--- src/rtl/qos_pkg.sv ---
// Shared types and constants for the QoS output scheduler.
// QOS_STRICT_PRIORITY_EN selects the strict-priority arbiter in qos_scheduler.
package qos_pkg;

  localparam int NUM_BUF     = 4;
  localparam int CNT_W       = 8;
  localparam int CNT_MAX_DEF = 99;

  typedef logic [1:0] buf_idx_t;

  typedef enum logic [1:0] {
    IDLE = 2'd0,
    ARB  = 2'd1,
    READ = 2'd2
  } state_t;

endpackage

--- src/rtl/qos_stat_counter.sv ---
// Saturating statistics counter for the VGA stats table.
// Clear wins over a coincident increment.
module qos_stat_counter
  import qos_pkg::*;
#(
  parameter logic [CNT_W-1:0] CNT_MAX = CNT_W'(CNT_MAX_DEF)
) (
  input  logic             clk,
  input  logic             rst_n,
  input  logic             inc,
  input  logic             clr,
  output logic [CNT_W-1:0] cnt
);

  logic [CNT_W-1:0] cnt_q, cnt_d;

  always_comb begin
    cnt_d = cnt_q;
    if (clr)
      cnt_d = '0;
    else if (inc && cnt_q != CNT_MAX)
      cnt_d = cnt_q + 1'b1;
  end

  always_ff @(posedge clk or negedge rst_n) begin
    if (!rst_n)
      cnt_q <= '0;
    else
      cnt_q <= cnt_d;
  end

  assign cnt = cnt_q;

endmodule

--- src/rtl/qos_scheduler.sv ---
// WRR output scheduler and per-buffer statistics for bf1..bf4.
// Define QOS_STRICT_PRIORITY_EN for fixed priority (bf1 highest).
module qos_scheduler
  import qos_pkg::*;
#(
  parameter int W1      = 4,
  parameter int W2      = 3,
  parameter int W3      = 2,
  parameter int W4      = 1,
  parameter int CNT_MAX = CNT_MAX_DEF
) (
  input  logic       F25MHZ,
  input  logic       rst_n,
  input  logic       slot_tick,
  input  logic       arr_valid,
  input  logic [1:0] arr_id,
  input  logic [3:0] buf_full,
  input  logic [3:0] buf_empty,
  input  logic       rd_ack,
  input  logic       stats_clr,
  output logic [3:0] rd_req,
  output logic       busy,
  output logic [7:0] bf1_dropped,
  output logic [7:0] bf2_dropped,
  output logic [7:0] bf3_dropped,
  output logic [7:0] bf4_dropped,
  output logic [7:0] bf1_total,
  output logic [7:0] bf2_total,
  output logic [7:0] bf3_total,
  output logic [7:0] bf4_total,
  output logic [7:0] bf1_read,
  output logic [7:0] bf2_read,
  output logic [7:0] bf3_read,
  output logic [7:0] bf4_read
);

  state_t     state_q, state_d;
  logic [3:0] rd_req_q, rd_req_d;
  logic       busy_q, busy_d;
  logic       found;
  buf_idx_t   pick;

`ifndef QOS_STRICT_PRIORITY_EN
  localparam logic [NUM_BUF-1:0][3:0] WEIGHT =
    {4'(W4), 4'(W3), 4'(W2), 4'(W1)};

  logic [NUM_BUF-1:0][3:0] credit_q, credit_d;
  buf_idx_t ptr_q, ptr_d;
  buf_idx_t sel_q, sel_d;
  buf_idx_t cand;

  // First non-empty buffer with credit, scanning from ptr.
  always_comb begin
    found = 1'b0;
    pick  = ptr_q;
    cand  = ptr_q;
    for (int k = 0; k < NUM_BUF; k++) begin
      cand = ptr_q + buf_idx_t'(k);
      if (!found && !buf_empty[cand] &&
          credit_q[cand] != 4'd0) begin
        found = 1'b1;
        pick  = cand;
      end
    end
  end
`else
  always_comb begin
    found = 1'b0;
    pick  = '0;
    for (int k = NUM_BUF - 1; k >= 0; k--) begin
      if (!buf_empty[k]) begin
        found = 1'b1;
        pick  = buf_idx_t'(k);
      end
    end
  end
`endif

  always_comb begin
    state_d  = state_q;
    rd_req_d = rd_req_q;
`ifndef QOS_STRICT_PRIORITY_EN
    credit_d = credit_q;
    ptr_d    = ptr_q;
    sel_d    = sel_q;
`endif
    unique case (state_q)
      IDLE: begin
        if (slot_tick)
          state_d = ARB;
      end
      ARB: begin
        if (found) begin
          rd_req_d = 4'b0001 << pick;
          state_d  = READ;
`ifndef QOS_STRICT_PRIORITY_EN
          sel_d    = pick;
        end else if (!(&buf_empty)) begin
          credit_d = WEIGHT;
`endif
        end else begin
          state_d = IDLE;
        end
      end
      READ: begin
        if (rd_ack) begin
          rd_req_d = '0;
          state_d  = IDLE;
`ifndef QOS_STRICT_PRIORITY_EN
          credit_d[sel_q] = credit_q[sel_q] - 4'd1;
          if (credit_q[sel_q] == 4'd1)
            ptr_d = sel_q + 2'd1;
`endif
        end
      end
      default: begin
        state_d  = IDLE;
        rd_req_d = '0;
      end
    endcase
    busy_d = (state_d != IDLE);
  end

  always_ff @(posedge F25MHZ or negedge rst_n) begin
    if (!rst_n) begin
      state_q  <= IDLE;
      rd_req_q <= '0;
      busy_q   <= 1'b0;
    end else begin
      state_q  <= state_d;
      rd_req_q <= rd_req_d;
      busy_q   <= busy_d;
    end
  end

`ifndef QOS_STRICT_PRIORITY_EN
  always_ff @(posedge F25MHZ or negedge rst_n) begin
    if (!rst_n) begin
      credit_q <= WEIGHT;
      ptr_q    <= '0;
      sel_q    <= '0;
    end else begin
      credit_q <= credit_d;
      ptr_q    <= ptr_d;
      sel_q    <= sel_d;
    end
  end
`endif

  assign rd_req = rd_req_q;
  assign busy   = busy_q;

  logic [NUM_BUF-1:0] tot_inc, drp_inc, rd_inc;

  always_comb begin
    tot_inc = '0;
    drp_inc = '0;
    for (int i = 0; i < NUM_BUF; i++) begin
      tot_inc[i] = arr_valid && (arr_id == buf_idx_t'(i));
      drp_inc[i] = tot_inc[i] && buf_full[i];
    end
    rd_inc = {NUM_BUF{rd_ack}} & rd_req_q;
  end

  logic [NUM_BUF-1:0][CNT_W-1:0] dropped, total, rd_cnt;

  for (genvar i = 0; i < NUM_BUF; i++) begin : g_stat
    qos_stat_counter #(
      .CNT_MAX (CNT_W'(CNT_MAX))
    ) u_drp (
      .clk   (F25MHZ),
      .rst_n (rst_n),
      .inc   (drp_inc[i]),
      .clr   (stats_clr),
      .cnt   (dropped[i])
    );
    qos_stat_counter #(
      .CNT_MAX (CNT_W'(CNT_MAX))
    ) u_tot (
      .clk   (F25MHZ),
      .rst_n (rst_n),
      .inc   (tot_inc[i]),
      .clr   (stats_clr),
      .cnt   (total[i])
    );
    qos_stat_counter #(
      .CNT_MAX (CNT_W'(CNT_MAX))
    ) u_rd (
      .clk   (F25MHZ),
      .rst_n (rst_n),
      .inc   (rd_inc[i]),
      .clr   (stats_clr),
      .cnt   (rd_cnt[i])
    );
  end

  assign bf1_dropped = dropped[0];
  assign bf2_dropped = dropped[1];
  assign bf3_dropped = dropped[2];
  assign bf4_dropped = dropped[3];
  assign bf1_total   = total[0];
  assign bf2_total   = total[1];
  assign bf3_total   = total[2];
  assign bf4_total   = total[3];
  assign bf1_read    = rd_cnt[0];
  assign bf2_read    = rd_cnt[1];
  assign bf3_read    = rd_cnt[2];
  assign bf4_read    = rd_cnt[3];

endmodule

--- config.mk ---
export PLATFORM = sky130hd
export DESIGN_NAME = qos_scheduler
export DESIGN_NICKNAME = d
export VERILOG_FILES = /design/src/rtl/qos_pkg.sv /design/src/rtl/qos_stat_counter.sv /design/src/rtl/qos_scheduler.sv
export SDC_FILE = /design/constraint.sdc
export NUM_CORES = 1
export LEC_CHECK = 0
export BUFFER_PORTS_ARGS = -buffer_cell sky130_fd_sc_hd__clkbuf_2
export CORE_ASPECT_RATIO = 0.75
export CORE_MARGIN = 1
export CORE_UTILIZATION = 50
export DETAILED_ROUTE_END_ITERATION = 10
export PLACE_DENSITY = 0.69
export SYNTH_ARGS = -nofsm -noshare
export SYNTH_HDL_FRONTEND = slang
export SYNTH_SLANG_ARGS = --single-unit
export TNS_END_PERCENT = 5
--- constraint.sdc ---
create_clock -name F25MHZ -period 3.1 [get_ports F25MHZ]
set_input_delay 0.31 -clock F25MHZ [delete_from_list [all_inputs] [get_ports F25MHZ]]
set_output_delay 0.31 -clock F25MHZ [all_outputs]
set_load 0.02 [all_outputs]
=== Word level (Yosys, flattened, before mapping) ===
Index checks and enable logic that the tools add are counted.

* ROM bits: 0
* Memories: 0
* Bits of input ports: 16
* RAM bits: 0
* Output and inout port bits: 101
* Latch bits: 0
* Register bits after elaboration: 123

* Multiply operators: 0
* Magnitude comparators: 6
* Eq/ne operators: 22
* Reductions and logical operators: 60
* Add/sub/neg operators: 17
* Div/mod/pow operators: 0
* Bitwise operators: 2
* Shift-type cells: 1
* Muxes and demuxes: 64

{| class="wikitable"
|+ Operators by type and width
! operator !! count
|-
| $mux 8 || 24
|-
| $add 8x1->8 const B || 12
|-
| $ne 8x7->1 const B || 12
|-
| $mux 16 || 3
|-
| $bmux 4 s2 || 5
|-
| $mux 4 || 8
|-
| $pmux 16 s2 || 1
|-
| $logic_and 1x1->1 || 28
|-
| $reduce_bool 2->1 || 14
|-
| $bwmux 16 || 1
|-
| $reduce_bool 4->1 || 4
|-
| $lt 2x3->1 const B || 5
|-
| $mux 2 || 7
|-
| $pmux 4 s3 || 1
|-
| $bmux 1 s2 || 4
|-
| $demux 4 s2 || 1
|-
| $mux 1 || 8
|-
| $ne 2x2->1 const B || 4
|-
| $reduce_and 4->1 || 2
|-
| $logic_not 1->1 || 7
|-
| $eq 2x2->1 const B || 3
|-
| $pmux 2 s3 || 1
|-
| $reduce_and 3->1 || 2
|-
| $add 2x1->2 const B || 2
|-
| 10 further kinds || 13
|}

=== Depth between registers and ports, before layout ===
* Depth in word-level cells: 20
* Gate-level depth with buffers: 8

=== By module ===
From an unflattened synthesis, not the netlist that was laid out.

* Cells, all modules: 652
* Area, all modules: 6,652.6 µm²

{| class="wikitable"
|+ Modules (own cells, without submodules)
! module !! times used !! cells an instance !! area an instance (µm²)
|-
| qos_stat_counter || 12 || 42 || 420.4
|-
| qos_scheduler || 1 || 148 || 1,607.8
|}

=== Least setup slack after synthesis ===
Ideal clock, no wire load.

* Path kind: register to register
* Start point: register sel_q[0]
* End point: register ptr_q[1]
* Path buffers: 1
* Library setup time: 125 ps
* Clock period less this slack: 2,237 ps
* Stages on the path, launching flop included: 8
* Arrival time: 2,112 ps
* Path slack: 863 ps
* Path through: dfrtp_1 clkbuf_1 mux4_1 inv_1 ha_1 nand2_1 nor3_1 mux2_2

* Word-level cells in the longest chain between the ends: 4
* Elaborated cells between the ends (all ways): 5
* Classes of those cells: add/sub: 1; eq/ne: 1; mux: 2; reduce/logical: 1

{| class="wikitable"
|+ RTL lines
! what !! line !! text
|-
| start, declared || qos_scheduler.sv:49 || <nowiki>buf_idx_t sel_q, sel_d;</nowiki>
|-
| start signal, assigned || qos_scheduler.sv:145 || <nowiki>sel_q <= sel_d;</nowiki>
|-
| $bmux 4 s2 || qos_scheduler.sv:111 || <nowiki>if (credit_q[sel_q] == 4'd1)</nowiki>
|-
| $mux 4 (not written as such) || qos_scheduler.sv:111 ||
|-
| $eq 4x1->1 || qos_scheduler.sv:111 ||
|-
| $reduce_and 3->1 (no line) || -- ||
|-
| end signal, assigned || qos_scheduler.sv:144 || <nowiki>ptr_q <= ptr_d;</nowiki>
|-
| end, declared || qos_scheduler.sv:48 || <nowiki>buf_idx_t ptr_q, ptr_d;</nowiki>
|}

Several ways; a longest one is shown, not always the timed one. The select of a mux whose other input is x is not followed.
A chain may end at the register's enable or synchronous reset.

=== Final worst setup path ===
* Start point: register credit_q[8] (netlist name)
* End point: register credit_q[10] (netlist name)

* Word-level cells in the longest chain between the ends: 19
* Elaborated cells between the ends (all ways): 34
* Classes of those cells: add/sub: 1; eq/ne: 1; mux: 17; reduce/logical: 15

{| class="wikitable"
|+ RTL lines
! what !! line !! text
|-
| start, declared || qos_scheduler.sv:47 || <nowiki>logic [NUM_BUF-1:0][3:0] credit_q, credit_d;</nowiki>
|-
| start signal, assigned || qos_scheduler.sv:143 || <nowiki>credit_q <= credit_d;</nowiki>
|-
| $bmux 4 s2 || qos_scheduler.sv:60 || <nowiki>credit_q[cand] != 4'd0) begin</nowiki>
|-
| $mux 4 (not written as such) || qos_scheduler.sv:60 ||
|-
| $reduce_bool 4->1 || qos_scheduler.sv:60 ||
|-
| $logic_and 1x1->1 || qos_scheduler.sv:59 || <nowiki>if (!found && !buf_empty[cand] &&</nowiki>
|-
| $mux 1 || qos_scheduler.sv:59 ||
|-
| $logic_not 1->1 || qos_scheduler.sv:59 ||
|-
| $logic_and 1x1->1 (2 in series) || qos_scheduler.sv:59 ||
|-
| $mux 1 || qos_scheduler.sv:59 ||
|-
| $logic_not 1->1 || qos_scheduler.sv:59 ||
|-
| $logic_and 1x1->1 (2 in series) || qos_scheduler.sv:59 ||
|-
| $mux 1 || qos_scheduler.sv:59 ||
|-
| $logic_not 1->1 || qos_scheduler.sv:59 ||
|-
| $logic_and 1x1->1 (2 in series) || qos_scheduler.sv:59 ||
|-
| $mux 1 || qos_scheduler.sv:59 ||
|-
| $ne 2x2->1 (no line) || -- ||
|-
| $reduce_and 4->1 (no line) || -- ||
|}

Several ways; a longest one is shown, not always the timed one. The select of a mux whose other input is x is not followed.

==> flow_metrics.env <==
export IMPL_cp_slowest_stage_delay_ns=0.46
export IMPL_reg2reg_to="credit_q[10]"
export IMPL_timing_reg2reg_setup_slack_ns=0.74
export IMPL_power_leakage_nw=3.628
export IMPL_crit_path_top_delay_cell="nor4_2"
export IMPL_ff2ff_path_depth=6
export IMPL_io_pins=117
export IMPL_path_class="reg2reg"
export IMPL_wl_mm=14.54
export IMPL_die_h_um=99.15
export IMPL_synth_area_um2=6292
export IMPL_cts_root_buf="clkbuf_16"
export IMPL_drtPass1Iterations=4
export IMPL_hp_class="in2reg"
export IMPL_avgSynthCellArea_um2=10.38
export IMPL_post_cts_setup_buffers=0
export IMPL_total_power_mw=5.018
export IMPL_met3_length_um=781
export IMPL_port_buffers=116
export IMPL_syn_inst=606
export IMPL_ys_types=59
export IMPL_synth_common_cells="dfrtp_1, nor2_1, xor2_1"
export IMPL_dr_wl_met2_mm=6.474
export IMPL_top_layer="met4"
export IMPL_endpoint_kind="flop"
export IMPL_min_period_ns=2.360
export IMPL_crit_chain="nor4_2 > nor2_1 > o31ai_4 > a21boi_2 > o21ai_1 > a22o_1"
export IMPL_insertion_delay_ns=0.41
export IMPL_cts_tree="built"
export IMPL_hold_end="state_q[0]"
export IMPL_fmax_mhz=423.8
export IMPL_wl_per_cell_um=15.99
export IMPL_synthMostInstantiatedCell="dfrtp_1"
export IMPL_ant_nets=0
export IMPL_finalCritPeriodShare_pct=76.11
export IMPL_netlist_area_leader_share_pct=46.93
export IMPL_synth_edf_count=0
export IMPL_vias_per_cell=5.550
export IMPL_drive_gt1_share_pct=24.36
export IMPL_cp_required_ns=3.40
export IMPL_drt_iter0_markers=341
export IMPL_maxSlewViolCount=0
export IMPL_r2r_start="credit_q[8]"
export IMPL_rsz0062_at_grt="no"
export IMPL_cts_buffers=17
export IMPL_antennaDiodeCount=0
export IMPL_drcViolationCount=0
export IMPL_grt_pass1_wl_mm=24.00
export IMPL_drv_cap=0
export IMPL_track_usage_pct=23.24
export IMPL_synth_nets=640
export IMPL_synth_top_cell_by_area="dfrtp_1"
export IMPL_worst_slew_pin_slew_ns=0.7251
export IMPL_grt_pass1_vias=4705
export IMPL_overflow=0
export IMPL_timing_hold_ws_ns=0.2052
export IMPL_nets=764
export IMPL_synth_warnings=0
export IMPL_cts_clk_slew_worst_paths_ns=0.06
export IMPL_maxSlewHeadroom_pct=51.66
export IMPL_antenna_found_initial=0
export IMPL_arrival_ns=2.66
export IMPL_die_w_um=131.5
export IMPL_holdPathStages=3
export IMPL_hp_start="slot_tick"
export IMPL_clock_sinks=123
export IMPL_vdd_ir_drop_max_mv=0.4872
export IMPL_cts_buffer_depth=2
export IMPL_cp_max_fo=7
export IMPL_grt_max_degree=61
export IMPL_ys_flop_type="dfrtp_1"
export IMPL_area_growth_pct=21.65
export IMPL_hold_violations=0
export IMPL_fin_skew_ns=0.01048
export IMPL_cts_htree_levels=4
export IMPL_stdcell_count=909
export IMPL_cp_start_kind="flop"
export IMPL_post_place_cells=876
export IMPL_ys_async_sr_fraction_pct=100.0
export IMPL_outcome="finished, final reports clean"
export IMPL_fin_tns_setup_ns=0
export IMPL_wl_met1_mm=7.110
export IMPL_filler_cell_count=1014
export IMPL_start_util_pct=51.32
export IMPL_gp_congestion=0.9177
export IMPL_finalSetupViolations=0
export IMPL_synthTopCellsByArea="dfrtp_1, xor2_1, nor2_1"
export IMPL_synth_seq_area_share_pct=49.02
export IMPL_num_vias=5045
export IMPL_rows=35
export IMPL_coreArea_um2=12260
export IMPL_dp_hpwl_mm=10.24
export IMPL_power_density_nw_per_um2=655.6
export IMPL_die_area_um2=13040
export IMPL_synth_seq_cells=123
-- final cells by class --
| class | count | area (µm²) | share of cell area [%] |
|---|---|---|---|
| multi-input cells | 456 | 3107 | 40.59 |
| clock buffers | 17 | 425.4 | 5.557 |
| clock inverters | 15 | 141.4 | 1.847 |
| inverters | 11 | 41.29 | 0.5394 |
| well taps | 166 | 207.7 | 2.713 |
| flip-flops and latches | 123 | 3084 | 40.29 |
| repair buffers | 121 | 648.1 | 8.467 |
-- how the worst max path moves through the flow --
stage                     slack (ns)         from      endpoint
after floorplan                 0.86     sel_q[0]      ptr_q[1]
after global placement          0.88     sel_q[0]      ptr_q[1]
after detailed placement        0.80  credit_q[8]  credit_q[10]
after CTS                       0.75  credit_q[8]  credit_q[10]
after global routing            0.61     sel_q[0]      ptr_q[1]
final                           0.74  credit_q[8]  credit_q[10]
-- kinds of logic (layout without fill, tap and decap cells) --
group / Yosys count / after routing / share of synthesized area [%]
compound gates: 67 / 67 / 8.451
xor+xnor: 78 / 78 / 10.86
fa+ha+maj: 18 / 18 / 3.579
buf+inv: 27 / 164 / 1.611
flops: 123 / 123 / 49.02
mux: 19 / 19 / 3.997
simple gates: 274 / 274 / 22.49
-- routing by layer --
layer  up-vias  GRT usage [%]
met3        14          6.218
met4         0          8.140
met2       138          33.66
met5         -              0
met1      2492          33.64
li1       2401              -
-- flip-flops by register name, indices dropped and copies added, names as in the netlist --
signal and count:
busy 1, credit_q 16, g_stat.u_drp.cnt 32, g_stat.u_rd.cnt 32, g_stat.u_tot.cnt 32, ptr_q 2
rd_req 4, sel_q 2, state_q 2
-- cells in the final DEF (no fill, tap or decap), drive strengths merged, types with 6 or more instances in the layout --
cell type,n
a21oi,11
a22o,9
and2,7
and3,17
buf,6
clkbuf,131
dfrtp,118
ha,18
inv,16
mux2i,12
nand2,44
nand3,20
nand4,20
nand4b,9
nor2,102
nor3,13
nor4,9
o21ai,18
or3,9
xnor2,22
xor2,56
-- per-stage QoR --
step                utilization [%]  cell area (µm²)  setup WS, ns
global route                  62.43             7655        0.6061
CTS                           62.43             7655        0.7510
finish                        62.43             7655        0.7405
global placement              57.72             7078        0.8763
floorplan                         -             6292        0.8632
detailed placement            57.72             7078        0.8006
-- power by group --
part | internal (mW) | switching (mW)
logic | 0.471 | 0.636
registers | 1.78 | 0.248
clock network | 1.11 | 0.773
total | 3.36 | 1.66
-- critical path: cells and delay by family (launching register included) --
kind	cells	cell delay, ns
simple gates	2	0.64
compound gates	4	1.20
flops	1	0.40
-- timing repair --
item	CTS	global route
hold buffers	1	0
gates resized for setup	0	0
hold endpoints to repair	45	0
(Power assumes the default switching activity.)
